$ cat src/rtl/serial_magnitude_16_if.sv
// Handshake and result bundle for the bit-serial two's-complement to sign/magnitude decoder.
// The master issues start/operand; the slave reports busy/done and the decoded result.
interface serial_magnitude_16_if #(
  parameter int WIDTH = 16
);
  logic             start;
  logic [WIDTH-1:0] operand;
  logic             busy;
  logic             done;
  logic [WIDTH-1:0] mag;
  logic             sign;
  logic             ovf;

  modport master (
    output start,
    output operand,
    input  busy,
    input  done,
    input  mag,
    input  sign,
    input  ovf
  );

  modport slave (
    input  start,
    input  operand,
    output busy,
    output done,
    output mag,
    output sign,
    output ovf
  );
endinterface

$ cat src/rtl/serial_magnitude_16.sv
// Bit-serial two's-complement to sign + magnitude decoder, LSB first, one bit per clock.
// Negative operands use copy-until-first-one-then-invert; results publish on entry to FIN.
module serial_magnitude_16 #(
  parameter int WIDTH = 16
) (
  input logic                  clk,
  input logic                  rst_n,
  serial_magnitude_16_if.slave bus
);
  localparam int              CW       = $clog2(WIDTH);
  localparam logic [CW-1:0]   LAST     = CW'(WIDTH - 1);
  localparam logic [WIDTH-1:0] MOST_NEG = {1'b1, {(WIDTH-1){1'b0}}};

  typedef enum logic [1:0] {
    IDLE  = 2'd0,
    SHIFT = 2'd1,
    FIN   = 2'd2
  } state_t;

  state_t           state;
  state_t           state_next;
  logic             accept;
  logic [WIDTH-1:0] shift_reg;
  logic [WIDTH-1:0] result_reg;
  logic [WIDTH-1:0] result_next;
  logic [WIDTH-1:0] mag_r;
  logic             neg;
  logic             seen_one;
  logic             sign_r;
  logic             ovf_r;
  logic             out_bit;
  logic [CW-1:0]    count;

  function automatic logic decode_bit(input logic b, input logic negative, input logic seen);
    return negative ? (b ^ seen) : b;
  endfunction

  assign out_bit     = decode_bit(shift_reg[0], neg, seen_one);
  assign result_next = {out_bit, result_reg[WIDTH-1:1]};

  always_ff @(posedge clk or negedge rst_n) begin
    if (!rst_n) state <= IDLE;
    else        state <= state_next;
  end

  // FIN accepts a new request exactly like IDLE so back-to-back runs have no gap
  always_comb begin
    state_next = state;
    accept     = 1'b0;
    case (state)
      IDLE: begin
        if (bus.start) begin
          accept     = 1'b1;
          state_next = SHIFT;
        end
      end
      SHIFT: begin
        if (count == LAST) state_next = FIN;
      end
      FIN: begin
        if (bus.start) begin
          accept     = 1'b1;
          state_next = SHIFT;
        end else begin
          state_next = IDLE;
        end
      end
      default: state_next = IDLE;
    endcase
  end

  always_ff @(posedge clk or negedge rst_n) begin
    if (!rst_n) begin
      shift_reg  <= '0;
      result_reg <= '0;
      neg        <= 1'b0;
      seen_one   <= 1'b0;
      count      <= '0;
      mag_r      <= '0;
      sign_r     <= 1'b0;
      ovf_r      <= 1'b0;
    end else if (accept) begin
      shift_reg <= bus.operand;
      neg       <= bus.operand[WIDTH-1];
      seen_one  <= 1'b0;
      count     <= '0;
    end else if (state == SHIFT) begin
      shift_reg  <= shift_reg >> 1;
      seen_one   <= seen_one | shift_reg[0];
      result_reg <= result_next;
      count      <= count + CW'(1);
      if (count == LAST) begin
        mag_r  <= result_next;
        sign_r <= neg;
        // A negative operand decodes to 2^(WIDTH-1) only when it was the most negative value
        ovf_r  <= neg && (result_next == MOST_NEG);
      end
    end
  end

  assign bus.busy = (state == SHIFT);
  assign bus.done = (state == FIN);
  assign bus.mag  = mag_r;
  assign bus.sign = sign_r;
  assign bus.ovf  = ovf_r;
endmodule
$ cat src/flat_wrapper.sv
// flat-port wrapper written by rule: the top's interface ports become plain ports
module serial_magnitude_16_flat 
#(
  parameter int WIDTH = 16
)
  (clk, rst_n, bus_start, bus_operand, bus_busy, bus_done, bus_mag, bus_sign, bus_ovf);
  serial_magnitude_16_if #(.WIDTH(WIDTH)) bus_i ();
  input logic clk;
  input logic rst_n;
  input wire logic [$bits(bus_i.start)-1:0] bus_start;
  input wire logic [$bits(bus_i.operand)-1:0] bus_operand;
  output wire logic [$bits(bus_i.busy)-1:0] bus_busy;
  output wire logic [$bits(bus_i.done)-1:0] bus_done;
  output wire logic [$bits(bus_i.mag)-1:0] bus_mag;
  output wire logic [$bits(bus_i.sign)-1:0] bus_sign;
  output wire logic [$bits(bus_i.ovf)-1:0] bus_ovf;
  assign bus_i.start = bus_start;
  assign bus_i.operand = bus_operand;
  assign bus_busy = bus_i.busy;
  assign bus_done = bus_i.done;
  assign bus_mag = bus_i.mag;
  assign bus_sign = bus_i.sign;
  assign bus_ovf = bus_i.ovf;
  serial_magnitude_16 #(.WIDTH(WIDTH)) u_core (.clk(clk), .rst_n(rst_n), .bus(bus_i));
endmodule
$ cat config.mk
export PLATFORM = sky130hd
export DESIGN_NAME = serial_magnitude_16_flat
export DESIGN_NICKNAME = d
export VERILOG_FILES = /design/src/rtl/serial_magnitude_16_if.sv /design/src/rtl/serial_magnitude_16.sv /design/src/flat_wrapper.sv
export SDC_FILE = /design/constraint.sdc
export NUM_CORES = 1
export LEC_CHECK = 0
export ABC_AREA = 1
export CAP_MARGIN = 5
export CORE_MARGIN = 3
export CORE_UTILIZATION = 50
export DETAILED_ROUTE_END_ITERATION = 10
export GPL_ROUTABILITY_DRIVEN = 0
export PLACE_DENSITY = 0.75
export SYNTH_ARGS = -nofsm -noshare
export SYNTH_HDL_FRONTEND = slang
export SYNTH_SLANG_ARGS = --single-unit
$ cat constraint.sdc
create_clock -name clk -period 2.69 [get_ports clk]
set_clock_uncertainty 0.05 [all_clocks]
set_input_delay 0.6725 -clock clk [delete_from_list [all_inputs] [get_ports clk]]
set_output_delay 0.6725 -clock clk [all_outputs]
set_load 0.01 [all_outputs]
[Word-level counts from Yosys, hierarchy flattened]
Cells that the tools add are included.
Word-level totals
  bits in registers: 58
  latch bits: 0
  bits in writable memories: 0
  bits in read-only memories: 0
  bits of input ports: 19
  output and inout bits: 20
  logic and storage cells: 39
  memories: 0
Cells by class
  add/sub/neg operators: 1
  multiply operators: 0
  div/mod/pow operators: 0
  magnitude comparators: 0
  equality and inequality tests: 6
  shift-type cells: 0
  muxes and demuxes: 13
  bitwise gates (word level): 3
  reductions and logical operators: 7
Operator list (number)
  $mux 16: 2
  $eq 16x16->1 const B: 1
  $mux 4: 2
  $mux 1: 6
  $pmux 2 s3: 1
  $add 4x1->4 const B: 1
  $eq 4x4->1 const B: 1
  $mux 2: 2
  $reduce_and 2->1: 2
  $reduce_and 3->1: 1
  $eq 2x1->1 const B: 1
  $eq 2x2->1 const B: 1
  $logic_not 2->1: 1
  $ne 2x1->1 const B: 1
  $ne 2x2->1 const B: 1
  $reduce_bool 2->1: 1
  $reduce_or 2->1: 1
  $logic_and 1x1->1: 1
  $not 1->1: 1
  $or 1x1->1: 1
  $xor 1x1->1: 1

[Depth between registers and ports, before layout]
  word-level depth: 5
  depth in mapped cells: 7
  mapped depth without buffers: 6

[Worst setup path after synthesis]
Ideal clock, no wire load.
  kind: flip-flop to output port
  from: register u_core.state[1]
  to: output port bus_busy
  arrival: 0.881 ns
  data required time: 1.967 ns
  setup slack: 1.087 ns
  stages on the path, launching flop included: 6
  buffers on the path: 2
  path through: dfrtp_1 > inv_1 > nand2_2 > buf_6 > inv_4 > buf_2
On the way
  word-level cells in the longest chain between the ends: 1
RTL lines
  start: declaration: line serial_magnitude_16.sv:20  | state_t state;
  start signal: assignment: line serial_magnitude_16.sv:43  | else state <= state_next;
  $eq 2x1->1: line serial_magnitude_16.sv:101  | assign bus.busy = (state == SHIFT);
  end: declaration: line flat_wrapper.sv:12  | output wire logic [$bits(bus_i.busy)-1:0] bus_busy;
Every way passes these cells.

[Worst setup path in the final report]
Ends and elaborated chain as after synthesis.

==> impl_metrics.yaml <==
run_status:
  outcome: "completed"
sta:
  rsz0062_at_grt: "no"
  slew_headroom_pct: 62.4
  fin_ws_ns: 0.408
  max_slew.worst_pin.slew_ns: 0.564
  fmax_mhz: 438
  hold_viol_final: 0
  holdWs_ns: 0.276
  drv_slew: 0
  finalSetupViolCount: 0
  finalCritPeriodShare_pct: 84.8
  finalSetupTns_ns: 0
  period_minus_slack_ns: 2.28
synthesis:
  ys_seq_area_share_pct: 58.8
  postSynthAreaPerCell_um2: 9.18
  ys_seq_elements: 57
  synth_area_um2: 2420
  ys_types: 25
  syn_nets: 285
  yosys_warnings: 0
  synthCells: 264
clock_tree:
  post_cts_buffers: 0
  cts_max_level: 3
  clk_path_buf_depth: 2
  clockRootBuffer: "clkbuf_8"
  clock-sinks: 57
  ctsResizeCount: 0
  insertion_delay_ns: 0.33
  clk_pin_slew_ns: 0.06
  cts_buffers: 9
  cts_tree: "done"
  cts_hold_buf: 0
grt:
  grt_overflow: 0
  antenna_found_initial: 0
  grt_max_degree: 38
  grt_pass1_vias: 1718
  grt_usage_pct: 18.6
  grt_pass1_wl_mm: 7.82
floorplanning:
  core_um2: 4500
  fp.dieW_um: 75.6
  io_pins: 39
  rows: 24
  design.die.area_um2: 5720
  start_util_pct: 53.8
  die_h_um: 75.6
detailed_routing:
  vias_per_cell: 5.03
  first_pass_iters: 4
  wl_mm: 4.54
  wire_per_inst_um: 12.6
  remaining_drc_errors: 0
  dr.first_iter.drc_count: 99
  ant_nets: 0
  vias: 1812
placement:
  port_buffers: 38
  preCtsSetupSlack_ns: 0.581
  dpl.hpwl_mm: 3.10
power_and_ir_drop:
  power_frac_comb_pct: 36.9
  power_switching_mw: 1.29
  total_leakage_power_nw: 1.39
  clockPowerShare_pct: 21.1
  peakVddDrop_mv: 0.569
  pwr-share-seq_pct: 42.0
  power.share.switching_pct: 36.2
  p_per_area_nw_per_um2: 1180
  p_int_mw: 2.27
setup_path:
  ff2ff_path_depth: 6
  crit_path_max_fanout: 19
  r2r_setup_slack_ns: 1.12
  r2r_start: "u_core.state[0]"
  crit_family: "buffers and inverters"
  critical_path_class: "reg -> out"
  r2r-end: "u_core.bus.sign"
  slowest_stage: "clkdlybuf4s50_1"
  cp-start-kind: "flop"
  worst-path-buf-inv: 3
  endpoint_kind: "output port"
  required_ns: 1.97
  cp.arrival_ns: 1.56
  crit_chain: "inv_1 -> nand2_2 -> inv_4 -> clkdlybuf4s50_1"
  max_stage_delay_ns: 0.57
job:
  maxCapViolCount: 0
layout:
  area_delta_synth_final_pct: 23.8
  most-common-layout-cells: "nand2_1, dfrtp_1, clkdlybuf4s50_1, o21ai_0, nor2_1"
  diodes: 0
  layout.nets: 326
  drive_above_1_share_pct: 11.7
  post-route-util_pct: 66.6
  final_common_cell: "nand2_1"
worst_hold_path:
  hp-class: "in -> async"
[final cells by class]
class,instances,area (um^2)
inverters,21,83.8
flip-flops and latches,57,1430
clock buffers,10,138
multi-input cells,175,833
well taps,52,65.1
fillers,382,1500
clock inverters,4,45.0
repair buffers,41,410
[per-layer routing]
layer  vias to the layer above  GRT usage [%]  share of wire [%]
met3                         6           5.94                4.9
met5                         -              0                  0
met1                       837           26.5                 49
met2                        41           26.4                 45
met4                         0           7.57                1.2
li1                        928              -                  -
[power groups by stage]
| stage | Sequential [mW] | Clock (mW) | Combinational (mW) |
|---|---|---|---|
| finish | 1.49 | 0.749 | 1.31 |
| detailed placement | 1.50 | 0 | 1.33 |
| CTS | 1.49 | 0.766 | 1.33 |
| global placement | 1.49 | 0 | 1.28 |
| global route | 1.54 | 0.806 | 1.52 |
| floorplan | 1.51 | 0 | 0.849 |
[synth_stat cells (all sizes together)]
cell type / instances / share of area, %
nand2: 79 / 13
nand3: 4 / 1.0
o21ai: 43 / 10
or2: 1 / 0.26
nand4: 1 / 0.26
o22ai: 3 / 0.77
nor2: 25 / 4.2
ha: 2 / 1.0
clkbuf: 1 / 0.15
inv: 20 / 3.3
nor3: 1 / 0.21
a21oi: 15 / 3.1
dfrtp: 57 / 59
clkinv: 1 / 0.15
buf: 10 / 3.2
o21a: 1 / 0.31
[stage by stage]
stage	std cells	power [mW]	cell area (um^2)
after detailed placement	346	2.83	2820
after CTS	360	3.59	3000
after global routing	360	3.87	3000
after floorplan	264	2.36	2420
after global placement	346	2.77	2820
final	360	3.55	3000
[worst max path at each step]
stage | startpoint | end | depth (start not counted)
floorplan | u_core.state[1] | bus_busy | 5
global placement | bus_start | u_core.count[3] | 6
detailed placement | bus_start | u_core.count[3] | 6
CTS | u_core.state[1] | bus_busy | 4
global route | u_core.state[1] | bus_busy | 4
finish | u_core.state[1] | bus_busy | 4
[logic make-up (layout without fill, tap and decap cells)]
| group | Yosys count | in the layout | share of synthesized area [%] |
|---|---|---|---|
| adder cells (fa/ha/maj) | 2 | 2 | 1.03 |
| AND/OR/NAND/NOR | 111 | 111 | 18.9 |
| buffers and inverters | 32 | 76 | 6.81 |
| flip-flops | 57 | 57 | 58.8 |
| AO/OA/AOI/OAI | 62 | 62 | 14.4 |
No activity file was read; power rests on OpenSTA's default activity.
